===== config.mk =====
export PLATFORM = sky130hd
export DESIGN_NAME = mdu_ctrl
export DESIGN_NICKNAME = d
export VERILOG_FILES = /design/src/rtl/mdu_ctrl.sv
export SDC_FILE = /design/constraint.sdc
export NUM_CORES = 2
export LEC_CHECK = 0
export CAP_MARGIN = 15
export CORE_MARGIN = 2
export CORE_UTILIZATION = 55
export CTS_BUF_LIST = sky130_fd_sc_hd__clkbuf_8
export CTS_CLUSTER_DIAMETER = 30
export DETAILED_ROUTE_END_ITERATION = 10
export PLACE_DENSITY = 0.77
export SLEW_MARGIN = 20
export SYNTH_ARGS = -nofsm -noshare
export SYNTH_HDL_FRONTEND = slang
export SYNTH_SLANG_ARGS = --single-unit

===== constraint.sdc =====
create_clock -name clk -period 10.6 [get_ports clk]
set_input_delay 1.06 -clock clk [delete_from_list [all_inputs] [get_ports clk]]
set_output_delay 1.06 -clock clk [all_outputs]
set_load 0.05 [all_outputs]

===== src/rtl/mdu_ctrl.sv =====
// mdu_ctrl: EX-stage multiply/divide sequencer with a registered {hi, lo} result.
// The multiply holds for MULT_STAGES cycles; the divide is radix-2 restoring, one quotient bit per cycle.
`default_nettype none

module mdu_ctrl #(
  parameter int DATA_W      = 32,
  parameter int MULT_STAGES = 2
) (
  input  logic              clk,
  input  logic              rst,
  input  logic              start_div,
  input  logic              start_mult,
  input  logic              signed_op,
  input  logic [DATA_W-1:0] src_a,
  input  logic [DATA_W-1:0] src_b,
  input  logic              flush,
  output logic              stall_o,
  output logic              result_valid,
  output logic [DATA_W-1:0] result_hi,
  output logic [DATA_W-1:0] result_lo
);

  localparam int CNT_MAX = (DATA_W > MULT_STAGES) ? DATA_W : MULT_STAGES;
  localparam int CNT_W   = $clog2(CNT_MAX) + 1;
  localparam logic [CNT_W-1:0] DIV_LAST  = CNT_W'(DATA_W - 1);
  localparam logic [CNT_W-1:0] MULT_LAST = CNT_W'(MULT_STAGES - 1);

  typedef enum logic [1:0] {S_IDLE, S_MULT, S_DIV, S_DONE} state_t;

  state_t              state, state_nxt;
  logic                accept;
  logic [CNT_W-1:0]    cnt;
  logic [DATA_W-1:0]   op_a, op_b, b_mag, quo, rem;
  logic                sgn, neg_a, neg_b;

  logic [DATA_W:0]     shifted, diff;
  logic [DATA_W-1:0]   rem_nxt, quo_nxt, q_fix, r_fix;
  logic [2*DATA_W-1:0] ext_a, ext_b, prod;
  logic                b_zero;

  assign accept = (start_div | start_mult) & ~flush;

  always_ff @(posedge clk or negedge rst) begin
    if (!rst) state <= S_IDLE;
    else      state <= state_nxt;
  end

  always_comb begin
    state_nxt    = state;
    stall_o      = 1'b0;
    result_valid = 1'b0;
    case (state)
      S_IDLE: if (accept) begin
        state_nxt = start_div ? S_DIV : S_MULT;
        stall_o   = 1'b1;
      end
      S_MULT: begin
        stall_o = 1'b1;
        if (cnt == MULT_LAST) state_nxt = S_DONE;
      end
      S_DIV: begin
        stall_o = 1'b1;
        if (cnt == DIV_LAST) state_nxt = S_DONE;
      end
      S_DONE: begin
        result_valid = 1'b1;
        state_nxt    = S_IDLE;
      end
      default: state_nxt = S_IDLE;
    endcase
    if (flush) begin
      state_nxt    = S_IDLE;
      stall_o      = 1'b0;
      result_valid = 1'b0;
    end
    // Keep outputs quiet while reset is held, even if EX still presents a start.
    if (!rst) begin
      stall_o      = 1'b0;
      result_valid = 1'b0;
    end
  end

  // One restoring-divide step: quo shifts the dividend out as the quotient shifts in.
  always_comb begin
    shifted = {rem, quo[DATA_W-1]};
    diff    = shifted - {1'b0, b_mag};
    rem_nxt = diff[DATA_W] ? shifted[DATA_W-1:0] : diff[DATA_W-1:0];
    quo_nxt = {quo[DATA_W-2:0], ~diff[DATA_W]};
    q_fix   = (neg_a ^ neg_b) ? -quo_nxt : quo_nxt;
    r_fix   = neg_a ? -rem_nxt : rem_nxt;
    b_zero  = (b_mag == '0);
  end

  always_comb begin
    ext_a = {{DATA_W{sgn & op_a[DATA_W-1]}}, op_a};
    ext_b = {{DATA_W{sgn & op_b[DATA_W-1]}}, op_b};
    prod  = ext_a * ext_b;
  end

  always_ff @(posedge clk or negedge rst) begin
    if (!rst) begin
      cnt       <= '0;
      op_a      <= '0;
      op_b      <= '0;
      b_mag     <= '0;
      quo       <= '0;
      rem       <= '0;
      sgn       <= 1'b0;
      neg_a     <= 1'b0;
      neg_b     <= 1'b0;
      result_hi <= '0;
      result_lo <= '0;
    end else begin
      case (state)
        S_IDLE: if (accept) begin
          op_a  <= src_a;
          op_b  <= src_b;
          sgn   <= signed_op;
          neg_a <= signed_op & src_a[DATA_W-1];
          neg_b <= signed_op & src_b[DATA_W-1];
          quo   <= (signed_op & src_a[DATA_W-1]) ? -src_a : src_a;
          b_mag <= (signed_op & src_b[DATA_W-1]) ? -src_b : src_b;
          rem   <= '0;
          cnt   <= '0;
        end
        S_MULT: begin
          cnt <= cnt + 1'b1;
          if (state_nxt == S_DONE) begin
            result_hi <= prod[2*DATA_W-1:DATA_W];
            result_lo <= prod[DATA_W-1:0];
          end
        end
        S_DIV: begin
          cnt <= cnt + 1'b1;
          quo <= quo_nxt;
          rem <= rem_nxt;
          if (state_nxt == S_DONE) begin
            // Divide by zero bypasses sign correction: quotient all ones, remainder = dividend.
            result_lo <= b_zero ? '1   : q_fix;
            result_hi <= b_zero ? op_a : r_fix;
          end
        end
        default: ;
      endcase
    end
  end

endmodule

`default_nettype wire


# Yosys cells after proc, flatten, opt, wreduce, memory -nomap -nowiden
# Cells that the tools add are included.
dict set report word_totals {
  ff_bits 235
  input_bits 70
  out_inout_bits 66
  elab_cells 79
}
dict set report op_classes {
  add_sub_neg 6
  multipliers 1
  n_eq_ne 9
  n_mux 32
  bitwise 9
  n_reduce_logical 10
}
# op n
set ops {}
lappend ops {{two-way mux 32 bit} 13}
lappend ops {{case mux 32 bit (2 select lines)} 4}
lappend ops {{negator 32 bit} 4}
lappend ops {{multiplier 33 x 33 -> 64 bit} 1}
lappend ops {{subtractor 33 x 32 -> 33 bit} 1}
lappend ops {{logical NOT 32 bit} 1}
lappend ops {{case mux 6 bit (2 select lines)} 1}
lappend ops {{two-way mux 2 bit} 5}
lappend ops {{case mux 2 bit (4 select lines)} 1}
lappend ops {{adder 6 x 1 -> 6 bit, second input constant} 1}
lappend ops {{equality test 2 bit, second input constant} 3}
lappend ops {{equality test 6 x 1 -> 1 bit, second input constant} 1}
lappend ops {{equality test 6 x 5 -> 1 bit, second input constant} 1}
lappend ops {{two-way mux 1 bit} 6}
lappend ops {{two-way mux 6 bit} 1}
lappend ops {{inequality test 2 bit, second input constant} 3}
lappend ops {{AND reduction 2 bit} 3}
lappend ops {{nonzero test 2 bit} 3}
lappend ops {{bitwise AND 1 bit} 5}
lappend ops {{AND reduction 3 bit} 1}
lappend ops {{equality test 2 x 1 -> 1 bit, second input constant} 1}
lappend ops {{logical NOT 2 bit} 1}
lappend ops {{inverter 1 bit} 2}
lappend ops {{case mux 1 bit (2 select lines)} 1}
lappend ops {{other kinds (3)} 3}

# Longest topological paths before layout
dict set report depth {
  ltp_word 8
  mapped_depth 33
  mapped_depth_nobuf 30
}

# Worst setup path after synthesis
# Ideal clock, no wire load.
dict set report synth_timing {
  kind {reg2reg}
  start {reg op_a[31]}
  end {reg result_hi[29]}
  setup_ns 0.126
  t_arrival_ns 8.332
  required_ns 10.474
  slack_ns 2.142
  path_stages_with_launch 31
  n_path_buf 3
  period_less_slack_ns 8.458
  path_cell_list {dfrtp_1 -> clkbuf_1 -> and2_1 -> clkbuf_1 -> nand2_1 -> inv_1 -> fa_1 -> fa_1 -> fa_1 -> inv_1 -> fa_1 -> inv_1 -> fa_1 -> fa_1 -> fa_1 -> inv_1 -> fa_1 -> inv_1 -> ha_1 -> clkbuf_1 -> nand2_1 -> o21ai_0 -> or4_1 -> a221oi_1 -> o221ai_1 -> a41oi_1 -> a31oi_1 -> a221oi_1 -> o21ai_0 -> xnor2_1 -> a221o_1}
}
dict set report synth_via {
  elab_chain_cells 4
}
# element line_no
set synth_rtl {}
lappend synth_rtl {{start, declared} 33} ;# logic [DATA_W-1:0] op_a, op_b, b_mag, quo, rem;
lappend synth_rtl {{start signal, assigned} 116} ;# op_a <= src_a;
lappend synth_rtl {{bitwise AND 1 bit} 95} ;# ext_a = {{DATA_W{sgn & op_a[DATA_W-1]}}, op_a};
lappend synth_rtl {{multiplier 33 x 33 -> 64 bit (*)} 97} ;# prod = ext_a * ext_b;
lappend synth_rtl {{two-way mux 32 bit (*)} 128} ;# if (state_nxt == S_DONE) begin
lappend synth_rtl {{case mux 32 bit (2 select lines) (*)} 114} ;# case (state)
lappend synth_rtl {{end signal, assigned} 129} ;# result_hi <= prod[2*DATA_W-1:DATA_W];
lappend synth_rtl {{end signal, assigned} 140} ;# result_hi <= b_zero ? op_a : r_fix;
lappend synth_rtl {{end, declared} 19} ;# output logic [DATA_W-1:0] result_hi,
# Every way passes the cells marked *; elsewhere a longest branch is shown, timed or not. The select of a mux whose other input is x is not followed.
# A chain may end at the register's enable or synchronous reset.

# Final worst setup path
dict set report layout_timing {
  start {reg op_a[19]}
  end {reg result_hi[31]}
}
dict set report layout_via {
  elab_chain_cells 3
}
# element line_no
set layout_rtl {}
lappend layout_rtl {{multiplier 33 x 33 -> 64 bit} 97}
lappend layout_rtl {{two-way mux 32 bit} 128}
lappend layout_rtl {{case mux 32 bit (2 select lines)} 114}
# Every way passes these cells. The select of a mux whose other input is x is not followed.

==> run summary <==
Status - finished, final reports clean
Worst-path fanout max - 20
Routed WL per cell - 21.4 um
Multi-input gate area in the final layout - 0.0412 mm2
Setup WS pre-CTS - 1.19 ns
Total gr overflow - 0
RSZ-0062 raised after global routing - false
Antenna violations before repair - 6
Core area - 0.0952 mm2
Vias per inst - 5.81
Arrival time at the worst endpoint - 10.09 ns
DIE HEIGHT - 314 um
Final setup violating endpoints - 0
GRT Util Overall - 32.1%
Syn Inst Count - 5938
First-pass GRT wire length - 245000 um
Rows - 113
# port buffers - 135
Hold/Removal Path Class - input pin to async pin
Critical Path End Type - flop
M1 WL - 57900 um
F_max - 105 MHz
Final hold vios - 0
Yosys reg bits - 234
Worst slew pin tran - 1.18 ns
Post-synth EDFFs - 0
CTS Sinks - 234
CP most frequent cell - fa_1
End-of-flow core utilization - 59.3%
CTS tree - built
CP delay by family, top - adder cells
Crit-path slowest cell - dfrtp_1
Final Cycle Share - 89.9%
Setup_tns - 0 ns
Buf/Inv on CP - 4
First-iteration detailed-routing DRC count - 4025
CP max stage delay - 1.10 ns
Vias in the first global route - 44100
CTS Hold Bufs - 0
Syn Nets - 7391
DRT Pass-1 Iters - 8
Crit path launch type - flop
Most used flip-flop cell after synthesis - dfrtp_1
Residual DRC count - 0
WL met3 - 15300 um
Metal2 WL - 71800 um
Final Critical Period - 9.53 ns
CTS root buffer - clkbuf_8
Slew HR - 21.6%
Seq/Total Area, Yosys - 11.1%
Synthesized area per cell - 8.91 um2
Clock latency on the worst-skew pair - 0.66 ns
Final Max Slew Viols - 0
Gpl congestion - 0.986
Final nets - 7326
Vias - 41700
Clock Pin Slew Worst Setup and Hold Paths - 0.06 ns
Post-CTS setup buffer count - 0
Post-Place Cell Area - 0.0553 mm2
Top layer in use - met5
Largest net degree at the start of global routing - 108
Cell Area, Synth - 0.0529 mm2
Post-synth ARST share - 100%
I/O pin cnt - 136
Critical path depth in cells - 26
Die area - 0.0987 mm2
Initial core utilization - 55.6%
Clock buffer depth - 3
Reg2Reg Depth - 26
CTS H-tree lvls - 2
Area grow syn2layout - 6.55%
Cell variety after synth - 87
Sequential cell area - 0.00586 mm2
Clk_skew - 0.0249 ns
Reg2reg start - op_a[19]
Routed Antenna Nets - 0
WS Path Type - flop to flop
DP Wirelength - 124000 um
Fillers - 8081
Worst reg2reg path endpoint - result_hi[31]
Design area - 0.0564 mm2
Number of max-cap violations - 0
CP required - 11.15 ns
YS warnings - 0
Layout cell share with drive strength beyond 1 - 4.85%
Register-to-register setup slack - 1.07 ns
CTS Buf Count - 51
Worst setup margin - 1.07 ns
Die Wd - 314 um
Post-CTS sizing - 0
Final wirelength - 154000 um
==> stage by stage <==
stage                     instances  hold WS (ns)
after floorplan                5938         0.472
after global placement         7085         0.461
after detailed placement       7085         0.469
after CTS                      7177         0.479
after global routing           7178         0.494
final                          7180         0.471
==> cells by family (layout without fill, tap and decap cells) <==
logic type / after synthesis / count (layout) / share of synthesized area, %
xor gates and xnor gates: 206 / 206 / 3.41
muxes: 93 / 93 / 1.93
adders and majority gates: 1383 / 1383 / 48.7
buffers and inverters: 1546 / 1520 / 11.1
AOI/OAI and AO/OA: 715 / 715 / 8.38
DFF: 234 / 234 / 11.1
and+or+nand+nor: 1761 / 1761 / 15.5
other: 0 / 3 / 0
==> worst register-to-register path, delay by kind of cell, from the launching register on <==
kind                       cells  cell delay [ns]
buffers and inverters          4             0.57
AOI/OAI and AO/OA             10             2.74
DFF                            1             1.10
adders and majority gates      9             4.41
and+or+nand+nor                2             0.55
xor gates and xnor gates       1             0.09
==> flip-flops by register name (all words and copies together) (netlist names), 2 cells and up <==
register	cells
result_hi	32
state	2
op_b	32
cnt	6
b_mag	31
rem	32
quo	32
result_lo	32
op_a	32
==> final cells by class <==
class | instances | share of cell area (%)
multi-input combinational | 4158 | 73.1
sequential | 234 | 10.4
inverter | 1193 | 7.94
timing repair buffer | 235 | 3.74
tap | 1265 | 2.81
clock buffer | 60 | 1.46
clock inverter | 32 | 0.510
antenna | 3 | 0.0133
==> worst max-delay path by stage <==
| stage | start | to |
|---|---|---|
| floorplan | op_a[31] | result_hi[29] |
| global placement | sgn | result_hi[31] |
| detailed placement | sgn | result_hi[31] |
| global route | sgn | result_hi[31] |
| CTS | sgn | result_hi[31] |
| finish | op_a[19] | result_hi[31] |
==> layout by cell type, fill, tap and decap left out, drive strengths merged, types with 7 or more instances in the layout <==
cell type / n
o211ai: 12
mux2i: 30
clkbuf: 60
nand2b: 18
xor2: 74
o21ai: 253
nand2: 954
nor2: 175
mux2: 62
o22ai: 30
o21bai: 10
a221o: 7
nor3: 31
inv: 1206
ha: 257
nand4: 23
nor4: 30
or2: 14
o21a: 11
or3: 27
a31oi: 33
a41oi: 7
a21o: 31
buf: 101
a211oi: 31
nor2b: 17
dfrtp: 234
a21oi: 185
o31ai: 18
fa: 1126
clkinv: 13
and2: 360
or4: 11
clkdlybuf4s50: 134
o41ai: 12
o22a: 8
and3: 34
nand3: 44
xnor2: 132
a22o: 9
==> synthesized netlist by cell type, drive strengths merged, types with 6 or more instances <==
| cell | count | area [um2] |
|---|---|---|
| nor2b | 17 | 106 |
| nand2 | 954 | 3580 |
| or3 | 27 | 169 |
| nor4 | 30 | 188 |
| o221ai | 6 | 52.6 |
| mux2 | 62 | 698 |
| mux2i | 30 | 300 |
| inv | 1192 | 4470 |
| and3 | 34 | 213 |
| a221oi | 6 | 58.8 |
| a31oi | 33 | 206 |
| or2 | 14 | 87.6 |
| nor3 | 31 | 160 |
| a21oi | 185 | 937 |
| xor2 | 74 | 648 |
| a41oi | 7 | 61.3 |
| xnor2 | 132 | 1160 |
| nor2 | 175 | 659 |
| ha | 257 | 3220 |
| o21bai | 10 | 75.1 |
| a211oi | 31 | 233 |
| and2 | 360 | 2250 |
| o21a | 11 | 82.6 |
| nand3 | 44 | 225 |
| o22a | 8 | 70.1 |
| o211ai | 12 | 90.1 |
| o21ai | 253 | 1270 |
| dfrtp | 234 | 5860 |
| o22ai | 30 | 201 |
| o31ai | 18 | 135 |
| nand2b | 18 | 113 |
| o41ai | 12 | 124 |
| buf | 25 | 141 |
| a21o | 31 | 233 |
| a22o | 9 | 78.8 |
| fa | 1126 | 22500 |
| clkbuf | 328 | 1230 |
| a221o | 7 | 70.1 |
| or4 | 11 | 86.3 |
| nand4 | 23 | 150 |
==> metal layers <==
| layer | vias up | track usage [%] |
|---|---|---|
| met2 | 2131 | 51.8 |
| met5 | - | 0 |
| met4 | 10 | 15.5 |
| met3 | 466 | 6.96 |
| met1 | 21200 | 41.5 |
| li1 | 17900 | - |
Power is left out: the tool's default activity adds up to more than one toggle a clock period on the data nets, which glitch-free logic cannot reach.
